$ cat src/rtl/store_buffer_pkg.sv
// Shared types and sizing helpers for the store buffer.
// Build option STORE_BUFFER_FWD_EN (see store_buffer.sv) does not affect this package.
package store_buffer_pkg;

    typedef enum logic {
        S_IDLE = 1'b0,
        S_BUSY = 1'b1
    } drain_state_e;

    // Bits [WORD_LSB-1:0] of a byte address are ignored for load/store matching.
    localparam int WORD_LSB = 2;

    function automatic int cnt_width(input int depth);
        return $clog2(depth + 1);
    endfunction

    function automatic int ptr_width(input int depth);
        return (depth > 1) ? $clog2(depth) : 1;
    endfunction

endpackage

$ cat src/rtl/store_buffer_fifo.sv
// Ring storage for buffered stores: pointers, occupancy, head read port.
// With STORE_BUFFER_FWD_EN defined it also exports every entry for forwarding.
module store_buffer_fifo
    import store_buffer_pkg::*;
#(
    parameter int DEPTH = 4,
    parameter int AW    = 32,
    parameter int DW    = 32
) (
    input  logic                              clk,
    input  logic                              reset,
    input  logic                              push_i,
    input  logic                              pop_i,
    input  logic [AW-1:0]                     adr_i,
    input  logic [DW-1:0]                     data_i,
    output logic [AW-1:0]                     head_adr_o,
    output logic [DW-1:0]                     head_data_o,
`ifdef STORE_BUFFER_FWD_EN
    output logic [DEPTH-1:0][AW-1:0]          ent_adr_o,
    output logic [DEPTH-1:0][DW-1:0]          ent_data_o,
    output logic [DEPTH-1:0]                  ent_vld_o,
    output logic [ptr_width(DEPTH)-1:0]       rd_ptr_o,
`endif
    output logic [cnt_width(DEPTH)-1:0]       count_o,
    output logic                              full_o,
    output logic                              empty_o
);

    localparam int CW = cnt_width(DEPTH);
    localparam int PW = ptr_width(DEPTH);

    logic [DEPTH-1:0][AW-1:0] adr_q;
    logic [DEPTH-1:0][DW-1:0] data_q;
    logic [PW-1:0]            wr_ptr_q, wr_ptr_d;
    logic [PW-1:0]            rd_ptr_q, rd_ptr_d;
    logic [CW-1:0]            count_q, count_d;
    logic                     push_ok, pop_ok;

    assign full_o  = (count_q == CW'(DEPTH));
    assign empty_o = (count_q == '0);
    assign count_o = count_q;
    assign push_ok = push_i && !full_o;
    assign pop_ok  = pop_i && !empty_o;

    always_comb begin
        wr_ptr_d = wr_ptr_q;
        rd_ptr_d = rd_ptr_q;
        count_d  = count_q;
        if (push_ok) wr_ptr_d = wr_ptr_q + PW'(1);
        if (pop_ok)  rd_ptr_d = rd_ptr_q + PW'(1);
        if (push_ok && !pop_ok)      count_d = count_q + CW'(1);
        else if (!push_ok && pop_ok) count_d = count_q - CW'(1);
    end

    always_ff @(posedge clk or posedge reset) begin
        if (reset) begin
            wr_ptr_q <= '0;
            rd_ptr_q <= '0;
            count_q  <= '0;
        end else begin
            wr_ptr_q <= wr_ptr_d;
            rd_ptr_q <= rd_ptr_d;
            count_q  <= count_d;
        end
    end

    // Payload is only meaningful under the valid window, so it carries no reset.
    always_ff @(posedge clk) begin
        if (push_ok) begin
            adr_q[wr_ptr_q]  <= adr_i;
            data_q[wr_ptr_q] <= data_i;
        end
    end

    assign head_adr_o  = adr_q[rd_ptr_q];
    assign head_data_o = data_q[rd_ptr_q];

`ifdef STORE_BUFFER_FWD_EN
    logic [PW-1:0] age;

    assign ent_adr_o  = adr_q;
    assign ent_data_o = data_q;
    assign rd_ptr_o   = rd_ptr_q;

    always_comb begin
        ent_vld_o = '0;
        age       = '0;
        for (int i = 0; i < DEPTH; i++) begin
            age          = PW'(i) - rd_ptr_q;
            ent_vld_o[i] = (CW'(age) < count_q);
        end
    end
`endif

endmodule

$ cat src/rtl/store_buffer.sv
// Posted-write buffer between the core data port and a req/ack data memory.
// Define STORE_BUFFER_FWD_EN for load forwarding; otherwise loads stall until the buffer drains.
module store_buffer
    import store_buffer_pkg::*;
#(
    parameter int DEPTH = 4,
    parameter int AW    = 32,
    parameter int DW    = 32
) (
    input  logic                        clk,
    input  logic                        reset,
    input  logic                        cpu_memwrite,
    input  logic                        cpu_memread,
    input  logic [AW-1:0]               cpu_adr,
    input  logic [DW-1:0]               cpu_wdata,
    output logic                        cpu_stall,
    output logic                        cpu_rd_hit,
    output logic [DW-1:0]               cpu_rd_data,
    output logic                        mem_req,
    output logic [AW-1:0]               mem_adr,
    output logic [DW-1:0]               mem_wdata,
    input  logic                        mem_ack,
    output logic [cnt_width(DEPTH)-1:0] count,
    output logic                        empty
);

    localparam int PW = ptr_width(DEPTH);

    drain_state_e  state_q, state_d;
    logic [AW-1:0] mem_adr_q, mem_adr_d;
    logic [DW-1:0] mem_wdata_q, mem_wdata_d;
    logic          pop;
    logic          full;
    logic [AW-1:0] head_adr;
    logic [DW-1:0] head_data;

`ifdef STORE_BUFFER_FWD_EN
    logic [DEPTH-1:0][AW-1:0] ent_adr;
    logic [DEPTH-1:0][DW-1:0] ent_data;
    logic [DEPTH-1:0]         ent_vld;
    logic [PW-1:0]            rd_ptr;
    logic [PW-1:0]            idx;
`endif

    store_buffer_fifo #(
        .DEPTH (DEPTH),
        .AW    (AW),
        .DW    (DW)
    ) u_fifo (
        .clk         (clk),
        .reset       (reset),
        .push_i      (cpu_memwrite && !full),
        .pop_i       (pop),
        .adr_i       (cpu_adr),
        .data_i      (cpu_wdata),
        .head_adr_o  (head_adr),
        .head_data_o (head_data),
`ifdef STORE_BUFFER_FWD_EN
        .ent_adr_o   (ent_adr),
        .ent_data_o  (ent_data),
        .ent_vld_o   (ent_vld),
        .rd_ptr_o    (rd_ptr),
`endif
        .count_o     (count),
        .full_o      (full),
        .empty_o     (empty)
    );

    always_comb begin
        state_d     = state_q;
        mem_adr_d   = mem_adr_q;
        mem_wdata_d = mem_wdata_q;
        pop         = 1'b0;
        case (state_q)
            S_IDLE: begin
                if (!empty) begin
                    state_d     = S_BUSY;
                    mem_adr_d   = head_adr;
                    mem_wdata_d = head_data;
                end
            end
            S_BUSY: begin
                if (mem_ack) begin
                    pop     = 1'b1;
                    state_d = S_IDLE;
                end
            end
            default: state_d = S_IDLE;
        endcase
    end

    always_ff @(posedge clk or posedge reset) begin
        if (reset) begin
            state_q     <= S_IDLE;
            mem_adr_q   <= '0;
            mem_wdata_q <= '0;
        end else begin
            state_q     <= state_d;
            mem_adr_q   <= mem_adr_d;
            mem_wdata_q <= mem_wdata_d;
        end
    end

    assign mem_req   = (state_q == S_BUSY);
    assign mem_adr   = mem_adr_q;
    assign mem_wdata = mem_wdata_q;

`ifdef STORE_BUFFER_FWD_EN
    assign cpu_stall = cpu_memwrite && full;

    // Scan oldest to youngest so the youngest matching store overwrites earlier hits.
    always_comb begin
        cpu_rd_hit  = 1'b0;
        cpu_rd_data = '0;
        idx         = '0;
        for (int k = 0; k < DEPTH; k++) begin
            idx = rd_ptr + PW'(k);
            if (cpu_memread && ent_vld[idx] &&
                (ent_adr[idx][AW-1:WORD_LSB] == cpu_adr[AW-1:WORD_LSB])) begin
                cpu_rd_hit  = 1'b1;
                cpu_rd_data = ent_data[idx];
            end
        end
    end
`else
    assign cpu_stall   = (cpu_memwrite && full) || (cpu_memread && !empty);
    assign cpu_rd_hit  = 1'b0;
    assign cpu_rd_data = '0;
`endif

endmodule

$ cat config.mk
export PLATFORM = sky130hd
export DESIGN_NAME = store_buffer
export DESIGN_NICKNAME = d
export VERILOG_FILES = /design/src/rtl/store_buffer_pkg.sv /design/src/rtl/store_buffer_fifo.sv /design/src/rtl/store_buffer.sv
export SDC_FILE = /design/constraint.sdc
export NUM_CORES = 1
export LEC_CHECK = 0
export ABC_CLOCK_PERIOD_IN_PS = 5000
export CAP_MARGIN = 10
export CORE_UTILIZATION = 30
export CTS_CLUSTER_SIZE = 16
export DETAILED_ROUTE_END_ITERATION = 16
export SYNTH_ARGS = -nofsm -noshare
export SYNTH_HDL_FRONTEND = slang
export SYNTH_SLANG_ARGS = --single-unit
$ cat constraint.sdc
create_clock -name clk -period 5 [get_ports clk]
set_clock_uncertainty 0.15 [all_clocks]
set_input_delay 0.75 -clock clk [delete_from_list [all_inputs] [get_ports clk]]
set_output_delay 0.75 -clock clk [all_outputs]
set_load 0.05 [all_outputs]
* Word level (Yosys, flattened, before mapping)
Cells that the tools add are included.
** Word-level totals
- Input port bits :: 69
- Output and inout port bits :: 103
- Latch bits :: 0
- Logic and storage cells :: 55
- Memories :: 0
- Memory bits (read-only) :: 0
- Bits in writable memories :: 0
- Flip-flop bits (word level) :: 328
** Cells by class
- Multiply operators :: 0
- Magnitude comparators :: 3
- Reductions and logical operators :: 16
- Shifts and indexed selects :: 0
- Bitwise operators :: 2
- Equality and inequality tests :: 1
- $add $sub $neg :: 4
- Div/mod/pow operators :: 0
- Mux-type cells :: 15
** Operators with widths (count)
- bitwise mux 128 bit :: 2
- binary-select mux 32 bit (select 2 bit) :: 2
- 2-to-1 mux 32 bit :: 3
- demux 32 bit (select 2 bit) :: 1
- logical AND 1 bit :: 8
- less-than comparator 2 x 3 -> 1 bit (second input constant) :: 2
- 2-to-1 mux 3 bit :: 2
- adder 2 x 1 -> 2 bit (second input constant) :: 2
- logical NOT 1 bit :: 4
- 2-to-1 mux 1 bit :: 4
- adder 3 x 1 -> 3 bit (second input constant) :: 1
- == test 3 bit (second input constant) :: 1
- logical NOT 3 bit :: 1
- subtractor 3 x 1 -> 3 bit (second input constant) :: 1
- >= comparator 2 x 1 -> 1 bit (second input constant) :: 1
- inverter 1 bit :: 2
- one-hot mux 1 bit (2 select lines) :: 1
- AND reduction 2 bit :: 1
- nonzero test 2 bit :: 1
- logical OR 1 bit :: 1

* Longest topological paths before layout
Gate-level depths: netlist of the first run.
- Depth in word-level cells :: 8
- Mapped depth :: 8
- Mapped depth without buffers :: 8

* Cells and area by module
Synthesis of the first run repeated with hierarchy kept, for this count alone.
** Unflattened totals
- Cell total of the unflattened synthesis :: 548
- Area total of the unflattened synthesis :: 12655.9 µm²
** By module, submodules not included
- store_buffer_fifo :: sequential area each 7862.5 µm², times used 1, cells an instance 370, area an instance 9653.0 µm²
- store_buffer :: sequential area each 1626.6 µm², times used 1, cells an instance 178, area an instance 3002.9 µm²

* Least setup slack after synthesis of the first run
No wires, ideal clock.
- Path type :: register to register
- Start :: reg u_fifo.count_q[0] (netlist: u_fifo.count_o[0])
- End :: reg u_fifo.adr_q[0] in the netlist's numbering, enable pin
- Cell stages (with the launch flop) :: 4
- Setup time :: 0.429 ns
- Path buffers :: 0
- Clock period less this slack :: 3.343 ns
- Setup slack :: 1.657 ns
- Data arrival time :: 2.764 ns
- Cells stage by stage :: dfrtp_1 nor2_1 a21boi_1 and2_1
** Between the ends
- Longest elaborated chain between the ends :: 4
** Ends and longest elaborated chain
- start: declaration :: line store_buffer_fifo.sv:36 : logic [CW-1:0] count_q, count_d;
- start signal: assignment :: line store_buffer_fifo.sv:63 : count_q <= count_d;
- == test 3 bit * :: line store_buffer_fifo.sv:39 : assign full_o = (count_q == CW'(DEPTH));
- logical NOT 1 bit * :: line store_buffer_fifo.sv:42, store_buffer.sv:52
- logical AND 1 bit :: line store_buffer.sv:52 : .push_i (cpu_memwrite && !full),
- logical AND 1 bit * :: line store_buffer_fifo.sv:42 : assign push_ok = push_i && !full_o;
- via u_fifo.push_ok :: line store_buffer_fifo.sv:37 : logic push_ok, pop_ok;
- end signal: indexed assignment :: line store_buffer_fifo.sv:70 : adr_q[wr_ptr_q] <= adr_i;
- end: declaration :: line store_buffer_fifo.sv:32 : logic [DEPTH-1:0][AW-1:0] adr_q;
Mark *: on every way through the listed nets, which the timed path passes. The rest lies on a longest branch.
A chain may end at the register's enable or synchronous reset.

* Final worst setup path of the first run
- Start :: reg u_fifo.count_q[0] (netlist: u_fifo.count_o[0])
- End :: out empty
** Between the ends
- Longest elaborated chain between the ends :: 1
** Ends and longest elaborated chain
- logical NOT 3 bit :: line store_buffer_fifo.sv:40 : assign empty_o = (count_q == '0);
- end: declaration :: line store_buffer.sv:24 : output logic empty
No other way between the ends.

==> impl_metrics.json, run 1 <==
{
  "leakagePower_nw": 5.457,
  "utilization_pct": 37.82,
  "required_ns": 4.10,
  "chipWidth_um": 207.2,
  "ys_top_cells_by_area": "edfxtp_1 61%, dfrtp_1 14%, mux4_2 11%",
  "met2_usage_pct": 18.56,
  "place.port_buffers": 138,
  "cpPeakStageDelay_ns": 0.81,
  "syn2layout_area_growth_pct": 23.39,
  "ys.warnings.count": 0,
  "end_kind": "output port",
  "post_cts_buffers": 0,
  "fill_cells": 3723,
  "multi_input_comb_area_um2": 2779,
  "htreeDepth": 2,
  "insertedDiodeCount": 0,
  "rsz0062_at_grt": "false",
  "drc": 0,
  "fmax_mhz": 309.9,
  "cp.buffers_inverters": 2,
  "cts_root_buffer": "clkbuf_16",
  "initial_utilization_pct": 30.65,
  "setup_viol": 0,
  "cp-start-kind": "flop",
  "synthCells": 544,
  "firstDrtPassIters": 4,
  "cts_buffers": 36,
  "post-dp-hpwl_mm": 13.41,
  "rows": 74,
  "grt_max_degree": 73,
  "cp_cell_sequence": "or3_4, inv_6, clkdlybuf4s50_1",
  "grt.busiest_layer": "met2",
  "critPathTopFamily": "buffers and inverters",
  "min_path_type": "reg2reg",
  "ctsHoldBuffers": 0,
  "synth_top_cell_area_share_pct": 60.87,
  "slew_headroom_pct": 29.53,
  "comb_power_share_pct": 35.1,
  "synth_common_cells": "256 x edfxtp_1, 72 x dfrtp_1, 64 x mux4_2",
  "nets": 777,
  "slew_violations": 0,
  "status": "finished clean",
  "gp_congestion": 0.6589,
  "die_area_um2": 42920,
  "antenna_found_initial": 0,
  "seqCellArea_um2": 9497,
  "worstMarginPinSlew_ns": 1.057,
  "cts_tree": "built",
  "min_period_ns": 3.227,
  "syn_area_um2": 12630,
  "p_int_mw": 7.070,
  "die_y_um": 207.2,
  "crit_slowest_cell": "clkdlybuf4s50_1",
  "final.setup.tns_ns": 0,
  "fin_hold_ws_ns": 0.3431,
  "grtUsageMet1_pct": 14.18,
  "finalWirelength_mm": 23.29,
  "viasPerCell": 4.298,
  "synth-seq-cells": 328,
  "drt_iter0_markers": 223,
  "synth_edf_count": 256,
  "cts_resized": 0,
  "min_path_cells": 1,
  "yosysSeqAreaShare_pct": 75.14,
  "final_hold_viol_count": 0,
  "p_clk_share_pct": 25.2,
  "worst-path-stages": 3,
  "gr-total-overflow": 0,
  "p_total_mw": 10.61,
  "place_ws_ns": 1.644,
  "sw_frac_of_total_pct": 33.34,
  "layout_setup_ws_ns": 1.773,
  "max_cap_violations": 0,
  "crit_arrival_ns": 2.33,
  "grt_use_met3_pct": 2.638,
  "power_density_nw_per_um2": 680.6,
  "numClockSinks": 328,
  "clkTransAtPathRegs_ns": 0.06,
  "ys.flop_type": "edfxtp_1",
  "reg2reg_depth": 5,
  "clk_path_buf_depth": 3,
  "wl_per_cell_um": 18.47,
  "ant_nets": 0,
  "grt_first_pass_wirelength_mm": 36.15,
  "synth-async-reset-ratio_pct": 21.95,
  "grt_pass1_vias": 5942,
  "yosys.cell_count.top_type": "edfxtp_1",
  "io_pins": 172,
  "min_period_over_period_pct": 64.54,
  "pwr-share-seq_pct": 39.7,
  "ys_types": 26,
  "clkLatencyLatePin_ns": 0.51,
  "cp_max_fo": 5,
  "yosysTopAreaCell": "edfxtp_1",
  "peakVddDrop_mv": 0.3718,
  "vias": 5420,
  "core_area_um2": 41200,
  "power_switching_mw": 3.535,
  "path_class": "reg2out",
  "track_usage_pct": 11.08,
  "syn_avg_cell_area_um2": 23.21,
  "drive_gt1_share_pct": 26.61
}
-- logic make-up (layout without fill, tap and decap cells) --
logic type / after synthesis / count (layout) / share of synthesized area [%]
DFF: 328 / 328 / 75.14
muxes: 130 / 130 / 19.08
buffers and inverters: 58 / 211 / 3.884
and+or+nand+nor: 12 / 12 / 0.6538
adders and majority gates: 6 / 6 / 0.6539
xor gates and xnor gates: 6 / 6 / 0.4161
AOI/OAI and AO/OA: 3 / 3 / 0.1387
other: 1 / 33 / 0.02970
-- state kept, by name (all words and copies together) (netlist names) --
| register | cells |
|---|---|
| u_fifo.wr_ptr_q | 2 |
| mem_wdata | 32 |
| u_fifo.adr_q | 128 |
| u_fifo.rd_ptr_q | 2 |
| mem_adr | 32 |
| mem_req | 1 |
| u_fifo.data_q | 128 |
| u_fifo.count_o | 3 |
-- power groups by stage --
stage	registers, mW	clock network [mW]	logic, mW
finish	4.21	2.67	3.72
global route	4.32	2.85	3.94
CTS	4.25	2.76	3.81
detailed placement	4.30	0	3.80
global placement	4.28	0	3.78
floorplan	5.01	0	2.01
-- layout by cell type (no fill, tap or decap), types with 5 or more instances in the layout --
cell type,netlist,routed
clkdlybuf4s50_1,0,138
mux4_2,64,64
edfxtp_1,256,256
conb_1,1,33
clkbuf_16,0,37
dfrtp_1,72,70
clkbuf_1,2,7
ha_1,5,5
mux2_4,60,60
-- routing by layer --
layer | wire [um] | vias to the layer above
met5 | 0 | -
met4 | 503 | 0
met3 | 1255 | 34
met2 | 11500 | 142
met1 | 10020 | 2816
li1 | - | 2428
-- through the flow --
stage / cells / area (um^2)
after floorplan: 576 / 12750
after global placement: 1196 / 14370
after detailed placement: 1196 / 14370
after CTS: 1261 / 15580
after global routing: 1261 / 15580
final: 1261 / 15580
-- final cells by class --
cell class | instances | area share (%)
tap | 532 | 4.272
timing repair buffer | 141 | 9.009
clock buffer | 48 | 6.464
multi-input combinational | 190 | 17.83
sequential | 328 | 60.94
inverter | 5 | 0.1686
clock inverter | 17 | 1.309
-- final timing paths --
| path | start | endpoint | slack (ns) |
|---|---|---|---|
| setup / recovery | u_fifo.count_o[0]$_DFFE_PP0P_ | empty | 1.77 |
| hold / removal | mem_adr[29]$_DFFE_PP0P_ | mem_adr[29]$_DFFE_PP0P_ | 0.34 |
| setup reg to reg | u_fifo.count_o[0]$_DFFE_PP0P_ | mem_adr[29]$_DFFE_PP0P_ | 2.32 |
| hold reg to reg | mem_adr[29]$_DFFE_PP0P_ | mem_adr[29]$_DFFE_PP0P_ | 0.34 |
| max in group asynchronous | reset | u_fifo.rd_ptr_q[1]$_DFFE_PP0P_ | 3.28 |
| min in group asynchronous | reset | mem_adr[17]$_DFFE_PP0P_ | 0.68 |
-- worst reg2reg max path, delay by kind of cell (launching register included) --
kind	cells	cell delay (ns)
and+or+nand+nor	2	0.90
buffers and inverters	2	0.67
DFF	1	0.44
muxes	1	0.40
(Power assumes the default switching activity.)
==> run 2, diff against run 1 <==
- ABC_CLOCK_PERIOD_IN_PS: 5000 -> 3350
- clock period: 5 -> 3.35 ns (I/O delays scaled with it)
==> impl_metrics.json, run 2 (synthesis gave the netlist of run 1 again) <==
{
  "status": "finished clean",
  "top_regs": "u_fifo.adr_q x128, u_fifo.data_q x128",
  "grt_max_degree": 51,
  "crit_arrival_ns": 2.38,
  "ant_nets": 0,
  "io_pins": 172,
  "chipWidth_um": 207.2,
  "utilization_pct": 38.09,
  "leakagePower_nw": 5.510,
  "fill_cells": 3717,
  "die_area_um2": 42920,
  "cp.buffers_inverters": 2,
  "cpPeakStageDelay_ns": 0.87,
  "setup_viol": 0,
  "layout_setup_ws_ns": 0.3129,
  "fin_cells": 1273,
  "firstDrtPassIters": 4,
  "clk_path_buf_depth": 3,
  "viasPerCell": 4.383,
  "worstMarginPinSlew_ns": 0.9902,
  "final_cell_mix": "256 x edfxtp_1, 138 x clkdlybuf4s50_1, 70 x dfrtp_1, 64 x mux4_2, 60 x mux2_4",
  "nets": 790,
  "grt_pass1_vias": 6097,
  "cts_root_buffer": "clkbuf_16",
  "min_period_ns": 3.037,
  "numClockSinks": 328,
  "clkTransAtPathRegs_ns": 0.06,
  "post_cts_buffers": 0,
  "cts_tree": "built",
  "place_ws_ns": 0.5180,
  "cp-start-kind": "flop",
  "rows": 74,
  "grt_first_pass_wirelength_mm": 38.26,
  "die_y_um": 207.2,
  "final_area_um2": 15690,
  "gr-total-overflow": 0,
  "final.setup.tns_ns": 0,
  "peakVddDrop_mv": 0.5056,
  "power_density_nw_per_um2": 1010,
  "final_common_cell": "edfxtp_1",
  "post-dp-hpwl_mm": 15.39,
  "required_ns": 2.70,
  "htreeDepth": 2,
  "placed_cell_area_um2": 14550,
  "min_path_type": "in2async",
  "clkLatencyLatePin_ns": 0.51,
  "fmax_mhz": 329.3,
  "path_class": "reg2out",
  "place.port_buffers": 138,
  "fin_hold_ws_ns": 0.3388,
  "initial_utilization_pct": 30.65,
  "core_area_um2": 41200,
  "vias": 5580,
  "cts_resized": 0,
  "min_period_over_period_pct": 90.66,
  "cp_max_fo": 5,
  "critPathTopFamily": "buffers and inverters",
  "gp_congestion": 0.6789,
  "cp_cell_sequence": "or3_4, inv_6, clkdlybuf4s50_1",
  "antenna_found_initial": 1,
  "slew_headroom_pct": 33.99,
  "crit_slowest_cell": "clkdlybuf4s50_1",
  "dp_cells": 1208,
  "track_usage_pct": 12.02,
  "rsz0062_at_grt": "false",
  "ctsHoldBuffers": 0,
  "finalWirelength_mm": 25.01,
  "end_kind": "output port",
  "max_cap_violations": 0,
  "p_total_mw": 15.85,
  "final_hold_viol_count": 0,
  "drt_iter0_markers": 259,
  "cts_buffers": 37,
  "wl_per_cell_um": 19.64,
  "drive_gt1_share_pct": 27.30,
  "drc": 0,
  "slew_violations": 0,
  "syn2layout_area_growth_pct": 24.26
}
[run 2: area by class of cell]
| class | count | area [um^2] | area share [%] |
|---|---|---|---|
| Sequential cell | 328 | 9497 | 60.52 |
| Antenna cell | 1 | 2.502 | 0.01595 |
| Clock inverter | 17 | 167.7 | 1.068 |
| Clock buffer | 47 | 973.4 | 6.203 |
| Inverter | 5 | 26.28 | 0.1674 |
| Timing Repair Buffer | 153 | 1582 | 10.08 |
| Multi-Input combinational cell | 190 | 2779 | 17.71 |
| Tap cell | 532 | 665.6 | 4.242 |
[run 2: power breakdown]
part           total [mW]  internal [mW]  switching [mW]  leakage [nW]
Sequential           6.17           5.56           0.606          3.19
Clock                3.81           2.29            1.52         0.555
Combinational        5.88           2.66            3.22          1.77
[run 2: worst paths after layout]
| check | start | cells after the start | end | slack [ns] |
|---|---|---|---|---|
| worst min register to register | mem_adr[28]$_DFFE_PP0P_ | 1 | mem_adr[28]$_DFFE_PP0P_ | 0.34 |
| max in group asynchronous | reset | 3 | mem_wdata[14]$_DFFE_PP0P_ | 2.00 |
| worst max-delay path | u_fifo.count_o[0]$_DFFE_PP0P_ | 3 | empty | 0.31 |
| min in group clk | mem_adr[28]$_DFFE_PP0P_ | 1 | mem_adr[28]$_DFFE_PP0P_ | 0.34 |
| worst max register to register | u_fifo.count_o[0]$_DFFE_PP0P_ | 5 | mem_adr[27]$_DFFE_PP0P_ | 0.56 |
| worst min-delay path | reset | 2 | mem_adr[16]$_DFFE_PP0P_ | 0.34 |
[run 2: layer usage]
metal	global-route usage, %	part of all wire, %	vias to the layer above	wire [um]
met4	4.375	2.3	0	567
li1	-	-	2461	-
met2	20.22	49	141	12370
met5	0	0	-	0
met3	2.532	4.5	40	1119
met1	15.30	44	2938	10950
==> run 3, diff against run 2 <==
- CORE_ASPECT_RATIO: not set -> 0.75
==> impl_metrics.json, run 3 (synthesis gave the netlist of run 1 again) <==
{
  "status": "finished clean",
  "firstDrtPassIters": 4,
  "leakagePower_nw": 5.523,
  "layout_setup_ws_ns": 0.3775,
  "power_density_nw_per_um2": 1004,
  "gr-total-overflow": 0,
  "cts_root_buffer": "clkbuf_16",
  "post-dp-hpwl_mm": 15.37,
  "slew_violations": 0,
  "die_area_um2": 42930,
  "drt_iter0_markers": 309,
  "cp-startpoint": "u_fifo.count_o[0]$_DFFE_PP0P_",
  "htreeDepth": 2,
  "antenna_found_initial": 2,
  "track_usage_pct": 11.77,
  "cp_cell_sequence": "or3_4, inv_6, clkdlybuf4s50_1",
  "final.setup.tns_ns": 0,
  "initial_utilization_pct": 30.68,
  "critPathTopFamily": "buffers and inverters",
  "finalWirelength_mm": 24.75,
  "min_period_ns": 2.973,
  "final_hold_viol_count": 0,
  "grt_max_degree": 73,
  "chipWidth_um": 238.9,
  "place.port_buffers": 138,
  "grt_pass1_vias": 5908,
  "cp_max_fo": 5,
  "final_cell_mix": "256 x edfxtp_1, 138 x clkdlybuf4s50_1, 70 x dfrtp_1, 64 x mux4_2, 60 x mux2_4",
  "clkTransAtPathRegs_ns": 0.06,
  "max_cap_violations": 0,
  "post_cts_buffers": 0,
  "rsz0062_at_grt": "false",
  "cp-start-kind": "flop",
  "cts_resized": 0,
  "required_ns": 2.70,
  "drive_gt1_share_pct": 27.42,
  "rows": 64,
  "syn2layout_area_growth_pct": 24.71,
  "top_regs": "u_fifo.adr_q x128, u_fifo.data_q x128",
  "io_pins": 172,
  "core_area_um2": 41160,
  "end_kind": "output port",
  "viasPerCell": 4.214,
  "wl_per_cell_um": 18.97,
  "nets": 793,
  "r2r_start": "u_fifo.count_o[0]$_DFFE_PP0P_",
  "final_common_cell": "edfxtp_1",
  "numClockSinks": 328,
  "cts_buffers": 34,
  "peakVddDrop_mv": 0.6496,
  "gp_congestion": 0.6812,
  "clkLatencyLatePin_ns": 0.51,
  "worstMarginPinSlew_ns": 1.073,
  "cts_tree": "built",
  "grt_first_pass_wirelength_mm": 37.52,
  "path_class": "reg2out",
  "min_path_type": "reg2reg",
  "cp.buffers_inverters": 2,
  "min_period_over_period_pct": 88.73,
  "fmax_mhz": 336.4,
  "worstHoldStart": "mem_adr[27]$_DFFE_PP0P_",
  "clk_path_buf_depth": 3,
  "insertedDiodeCount": 0,
  "cpPeakStageDelay_ns": 0.80,
  "vias": 5499,
  "ant_nets": 0,
  "place_ws_ns": 0.7368,
  "setup_viol": 0,
  "crit_slowest_cell": "clkdlybuf4s50_1",
  "slew_headroom_pct": 28.46,
  "drc": 0,
  "crit_arrival_ns": 2.32,
  "die_y_um": 179.7,
  "ctsHoldBuffers": 0
}
run 3: final cells by class:
cell class | instances | area, um^2
timing repair buffer | 159 | 1627
clock inverter | 16 | 158.9
inverter | 5 | 26.28
fill | 3728 | 25410
multi-input combinational | 190 | 2779
tap | 561 | 701.9
clock buffer | 46 | 959.7
sequential | 328 | 9497
run 3: worst paths after layout:
| path | endpoint | slack [ns] | cells after the start |
|---|---|---|---|
| min in group asynchronous | mem_adr[1]$_DFFE_PP0P_ | 0.41 | 2 |
| hold / removal | mem_adr[27]$_DFFE_PP0P_ | 0.33 | 1 |
| setup / recovery | empty | 0.38 | 3 |
| setup reg to reg | mem_adr[8]$_DFFE_PP0P_ | 0.86 | 5 |
| hold reg to reg | mem_adr[27]$_DFFE_PP0P_ | 0.33 | 1 |
| max in group asynchronous | u_fifo.rd_ptr_q[0]$_DFFE_PP0P_ | 1.77 | 2 |
run 3: where the power goes:
part / leakage [nW] / internal (mW) / total (mW) / switching (mW)
sequential: 3.19 / 5.56 / 6.16 / 0.605
combinational: 1.80 / 2.69 / 5.89 / 3.20
clock: 0.535 / 2.25 / 3.76 / 1.51
run 3: stage by stage:
step                      cells  instance area, um^2  util (%)  power, mW  hold WS (ns)
after floorplan             576                12750         -      10.47        0.3840
after global routing       1305                15750     38.26      16.57        0.3555
after CTS                  1305                15750     38.26      16.11        0.3365
after global placement     1243                14630     35.55      12.22        0.3202
after detailed placement   1243                14630     35.55      12.28        0.3240
final                      1305                15750     38.26      15.81        0.3324
run 3: per-layer routing:
metal / track usage, % / share of wire [%] / vias up
met4: 3.308 / 1.9 / 2
li1: - / - / 2470
met2: 18.13 / 46 / 145
met3: 3.240 / 5.7 / 38
met5: 0 / 0.053 / -
met1: 16.28 / 46 / 2844
==> variant 1, RTL diff (settings of run 3) <==
Reset style: synchronous (`reset`), changed in 2 clocked blocks.
--- a/src/rtl/store_buffer_fifo.sv
+++ b/src/rtl/store_buffer_fifo.sv
@@ -52,7 +52,7 @@
         else if (!push_ok && pop_ok) count_d = count_q - CW'(1);
     end
 
-    always_ff @(posedge clk or posedge reset) begin
+    always_ff @(posedge clk) begin
         if (reset) begin
             wr_ptr_q <= '0;
             rd_ptr_q <= '0;
--- a/src/rtl/store_buffer.sv
+++ b/src/rtl/store_buffer.sv
@@ -89,7 +89,7 @@
         endcase
     end
 
-    always_ff @(posedge clk or posedge reset) begin
+    always_ff @(posedge clk) begin
         if (reset) begin
             state_q     <= S_IDLE;
             mem_adr_q   <= '0;
Formal check against the unedited RTL: differs if reset is asserted again (counterexample within 4 cycles, from zero or initial values and one cycle with reset high); with reset held inactive, the same outputs for 4 cycles.
==> variant 1 against run 3 <==
- synthesized area shrank 5.9%
- non-clock buffer count fell by 6
- final area down 5.0%
- setup slack gained 0.051 ns
- sequential cell count is the same
- routed wire length shrank 1.6%
- critical path depth did not move
- power is 18% lower
- critical path type unchanged
==> variant 1: results (changes against run 3) <==
Logic synthesis
The sequential share of the synthesized area came to 76.8% (was 75.1%). The number of library cell types mapped by synthesis is 29 (was 26). Commonest cells in the synthesized netlist: 256 x edfxtp_1, 72 x dfxtp_1, 64 x a22o_1, 64 x mux4_2, 35 x buf_4 (was 256 x edfxtp_1, 72 x dfrtp_1, 64 x mux4_2, 60 x mux2_4, 33 x buf_4).

The average instance area after synthesis was 21.0 um2 (was 23.2 um2).

Power and ir drop
The sequential-cell power consumption is 5.42 mW (was 6.16 mW). The leakage power was 4.90 nW (was 5.52 nW). The worst ir drop on vdd is 0.595 mV (was 0.650 mV).

The part of the power in combinational logic was 29.7% (was 37.2%).

Detailed routing
The number of iterations in the first detailed-routing pass is 6 (was 4). The amount of wire on met2 after detailed routing is 11500 um (about the same). The via count is 5659 (was 5499). The iteration-0 DRC count of the detailed router came to 274 (was 309). The top layer used by detailed routing is met4 (was met5). The routed length on met1 is 11000 um (was 11400 um). The sum of met3 wire segment lengths after detailed routing is 1390 um (was 1410 um). The routed wirelength normalized by instance count is 19.3 um (was 19.0 um).

Global route
The via count of the first global-routing pass is 5969 (was 5908). The global routing usage on met2 is 19.5% (was 18.1%). The met1 layer usage reported by global route is 16.2% (was 16.3%). The overall track demand over capacity in global routing is 12.1% (was 11.8%). The maximum number of pins on one net before global-route repair was 65 (was 73). The first-pass GRT wire length was 36800 um (was 37500 um).

The initial antenna violation count is 1 (was 2).

Layout
The non-clock buffer area fraction after layout came to 10.6% (was 10.3%). The fraction of final layout cells with drive strength greater than 1 was 18.9% (was 27.4%). The register area was 0.00914 mm2 (was 0.00950 mm2). The multi-input combinational gate total was 202 (was 190). The layout buffer count excluding clock buffers came to 153 (was 159).

The final standard cell count with taps included and fillers excluded is 1264 (was 1305). The non-clock inverter instance count of the final layout is 7 (was 5). The fill cell instance count of the final layout is 3502 (was 3728).

The clock tree cell share of total cell area is 7.44% (was 7.10%). The number of nets in the layout was 802 (was 793).

Place
The placed wire-length estimate after detailed placement was 14200 um (was 15400 um). The number of instances in the placed design is 1202 (was 1243). The worst setup slack after placement is 0.531 ns (was 0.737 ns).

Critical path
The arrival time of the worst setup path came to 2.27 ns (was 2.32 ns). The origin of the critical flop-to-flop path was u_fifo.count_o[0] (unchanged). The capturing point of the worst reg2reg path was u_fifo.count_o[2] (was mem_adr[8]).

Worst hold path
The critical hold path startpoint is mem_wdata[22] (was mem_adr[27]). The endpoint with the worst hold slack is mem_wdata[22] (was mem_adr[27]).

Status
Outcome: finished clean (unchanged).

Timing
The final-layout worst hold slack is 0.329 ns (was 0.332 ns). The final worst-path cycle share is 87.2% (was 88.7%). The headroom to the max-slew limit is 56.8% (was 28.5%).

CTS
The number of buffers created by CTS came to 35 (was 34).

Floorplan
The total number of placement rows is 62 (was 64).
==> variant 1: cell types whose count changed after synthesis, sizes merged, moves of 5 or more <==
| cell | run 3 | this run |
|---|---|---|
| a22o | 0 | 64 |
| clkbuf | 2 | 7 |
| dfxtp | 0 | 72 |
| mux2 | 66 | 0 |
| dfrtp | 72 | 0 |
==> variant 1: kinds of logic after synthesis <==
| family | share of synthesized area [%] |
|---|---|
| other | 0.0316 |
| adder cells (fa/ha/maj) | 0.695 |
| buffers and inverters | 3.73 |
| AO/OA/AOI/OAI | 5.37 |
| flip-flops | 76.8 |
| multiplexers | 12.2 |
| XOR/XNOR | 0.221 |
| AND/OR/NAND/NOR | 0.937 |
==> variant 1: critical path, stage by stage (launching register included) <==
cell             delay, ns
dfxtp_1               0.40
or3_4                 0.44
inv_2                 0.11
clkdlybuf4s50_1       0.80
==> variant 1: per-stage QoR <==
step                area (um2)  power [mW]
floorplan                12000        8.13
global placement         13800        9.41
detailed placement       13800        9.44
CTS                      15000        13.2
global route             15000        13.6
finish                   15000        13.0
==> variant 2, RTL diff (flow settings as in run 3) <==
Made on the original files. Add a define of `STORE_BUFFER_FWD_EN`.
--- a/src/rtl/store_buffer_fifo.sv
+++ b/src/rtl/store_buffer_fifo.sv
@@ -1,5 +1,7 @@
 // Ring storage for buffered stores: pointers, occupancy, head read port.
 // With STORE_BUFFER_FWD_EN defined it also exports every entry for forwarding.
+`define STORE_BUFFER_FWD_EN
+
 module store_buffer_fifo
     import store_buffer_pkg::*;
 #(
Function: changed (a bounded check fails within 4 cycles, from zero or initial values and one cycle with reset high).
==> variant 2 against run 3 <==
- the run now ends with negative setup slack left
- critical path depth up 9
- combinational power grew to 2.9 times the old value
- synthesized area is 53% higher
- setup slack got worse by 1.9 ns
- via count grew to 2.8 times the old value
- final area is 76% higher
- power rose by 75%
- sequential cell count unchanged
- clock power rose by 21%
- routed wire length rose to 2.7 times the old value
- final cell count is 120% higher
- largest power group is now combinational logic
- highest routed layer unchanged
==> variant 2: results (changes against run 3) <==
Power and ir drop
The register share of total power is 22.2% (was 39.0%). The reported clock group power is 4.55 mW (was 3.76 mW). The worst ir drop on vdd is 0.566 mV (was 0.650 mV).

The leakage power is 10.5 nW (was 5.52 nW).

Detailed routing
The routed length on met1 came to 31000 um (was 11400 um). The iteration-0 DRC count of the detailed router is 1391 (was 309). The via count is 15400 (was 5499). The sum of met3 wire segment lengths after detailed routing is 4530 um (was 1410 um). The amount of wire on met2 after detailed routing is 29800 um (was 11500 um).

Logic synthesis
The number of library cell types mapped by synthesis was 78 (was 26). The fraction of the mapped netlist area in adder cells is 0.686% (was 0.654%). Commonest cells in the synthesized netlist: 256 x edfxtp_1, 151 x mux2i_1, 109 x nand2_1, 108 x o21ai_0, 100 x a21oi_1 (was 256 x edfxtp_1, 72 x dfrtp_1, 64 x mux4_2, 60 x mux2_4, 33 x buf_4). The complex-gate fraction of the synthesized area came to 12.9% (was 0.139%).

The sequential share of the synthesized area is 49.1% (was 75.1%). The post-synthesis mux area share was 21.2% (was 19.1%).

Global route
The global routing usage on met2 is 30.9% (was 18.1%). The first-pass GRT wire length was 99500 um (was 37500 um). The met1 layer usage reported by global route came to 29.7% (was 16.3%). The overall track demand over capacity in global routing is 20.2% (was 11.8%). The maximum number of pins on one net before global-route repair came to 79 (was 73). The initial antenna violation count came to 1 (was 2).

Critical path
The register-to-register path setup slack was 0.28 ns (was 0.86 ns). The largest fanout on the critical path came to 9 (was 5). The critical-path cell with the highest stage delay is dfrtp_4 (was clkdlybuf4s50_1).

The arrival time of the worst setup path is 4.24 ns (was 2.32 ns). The capturing point of the worst reg2reg path is mem_wdata[7] (was mem_adr[8]). The origin of the critical flop-to-flop path is u_fifo.rd_ptr_o[1] (was u_fifo.count_o[0]). The depth of the worst register-to-register path is 6 (was 5).

Timing
The headroom to the max-slew limit came to 46.8% (was 28.5%). The final count of negative-setup-slack endpoints was 33 (was 0). The setup slack of the critical path after layout is -1.55 ns (was 0.377 ns).

Place
The number of instances in the placed design came to 2817 (was 1243). The weighted congestion reported at the end of routability-driven placement is 0.949 (was 0.681).

Status
The checks that failed: negative setup slack. Outcome: finished, violations left (was finished clean).

CTS
The post-cts resize count is 113 (was 0).

Layout
The final standard cell count with taps included and fillers excluded came to 2924 (was 1305).
==> variant 2: changes by cell type after synthesis, moves of 28 or more <==
cell	change
clkbuf_1	+72
mux2_2	+89
a21bo_1	+30
nor2_1	+33
a21oi_1	+98
mux2i_1	+151
nand2_1	+109
xnor2_1	+90
buf_4	-28
nor3_1	+30
o21ai_0	+108
o2bb2ai_1	+32
mux2_4	-58
==> variant 2: cell type report <==
type	count	area, um2	share of cell area [%]
multi-input combinational	1088	10100	36.3
clock buffer	47	1080	3.90
sequential	328	9500	34.3
tap	861	1080	3.89
clock inverter	27	285	1.03
inverter	18	70.1	0.253
timing repair buffer	555	5630	20.3
==> variant 2: worst register-to-register path, cell delays in order (launching register included) <==
cell     delay [ns]
dfrtp_4        0.56
buf_4          0.55
buf_6          0.65
mux2_2         0.49
o21ai_0        0.29
buf_4          0.17
o21ai_0        0.07
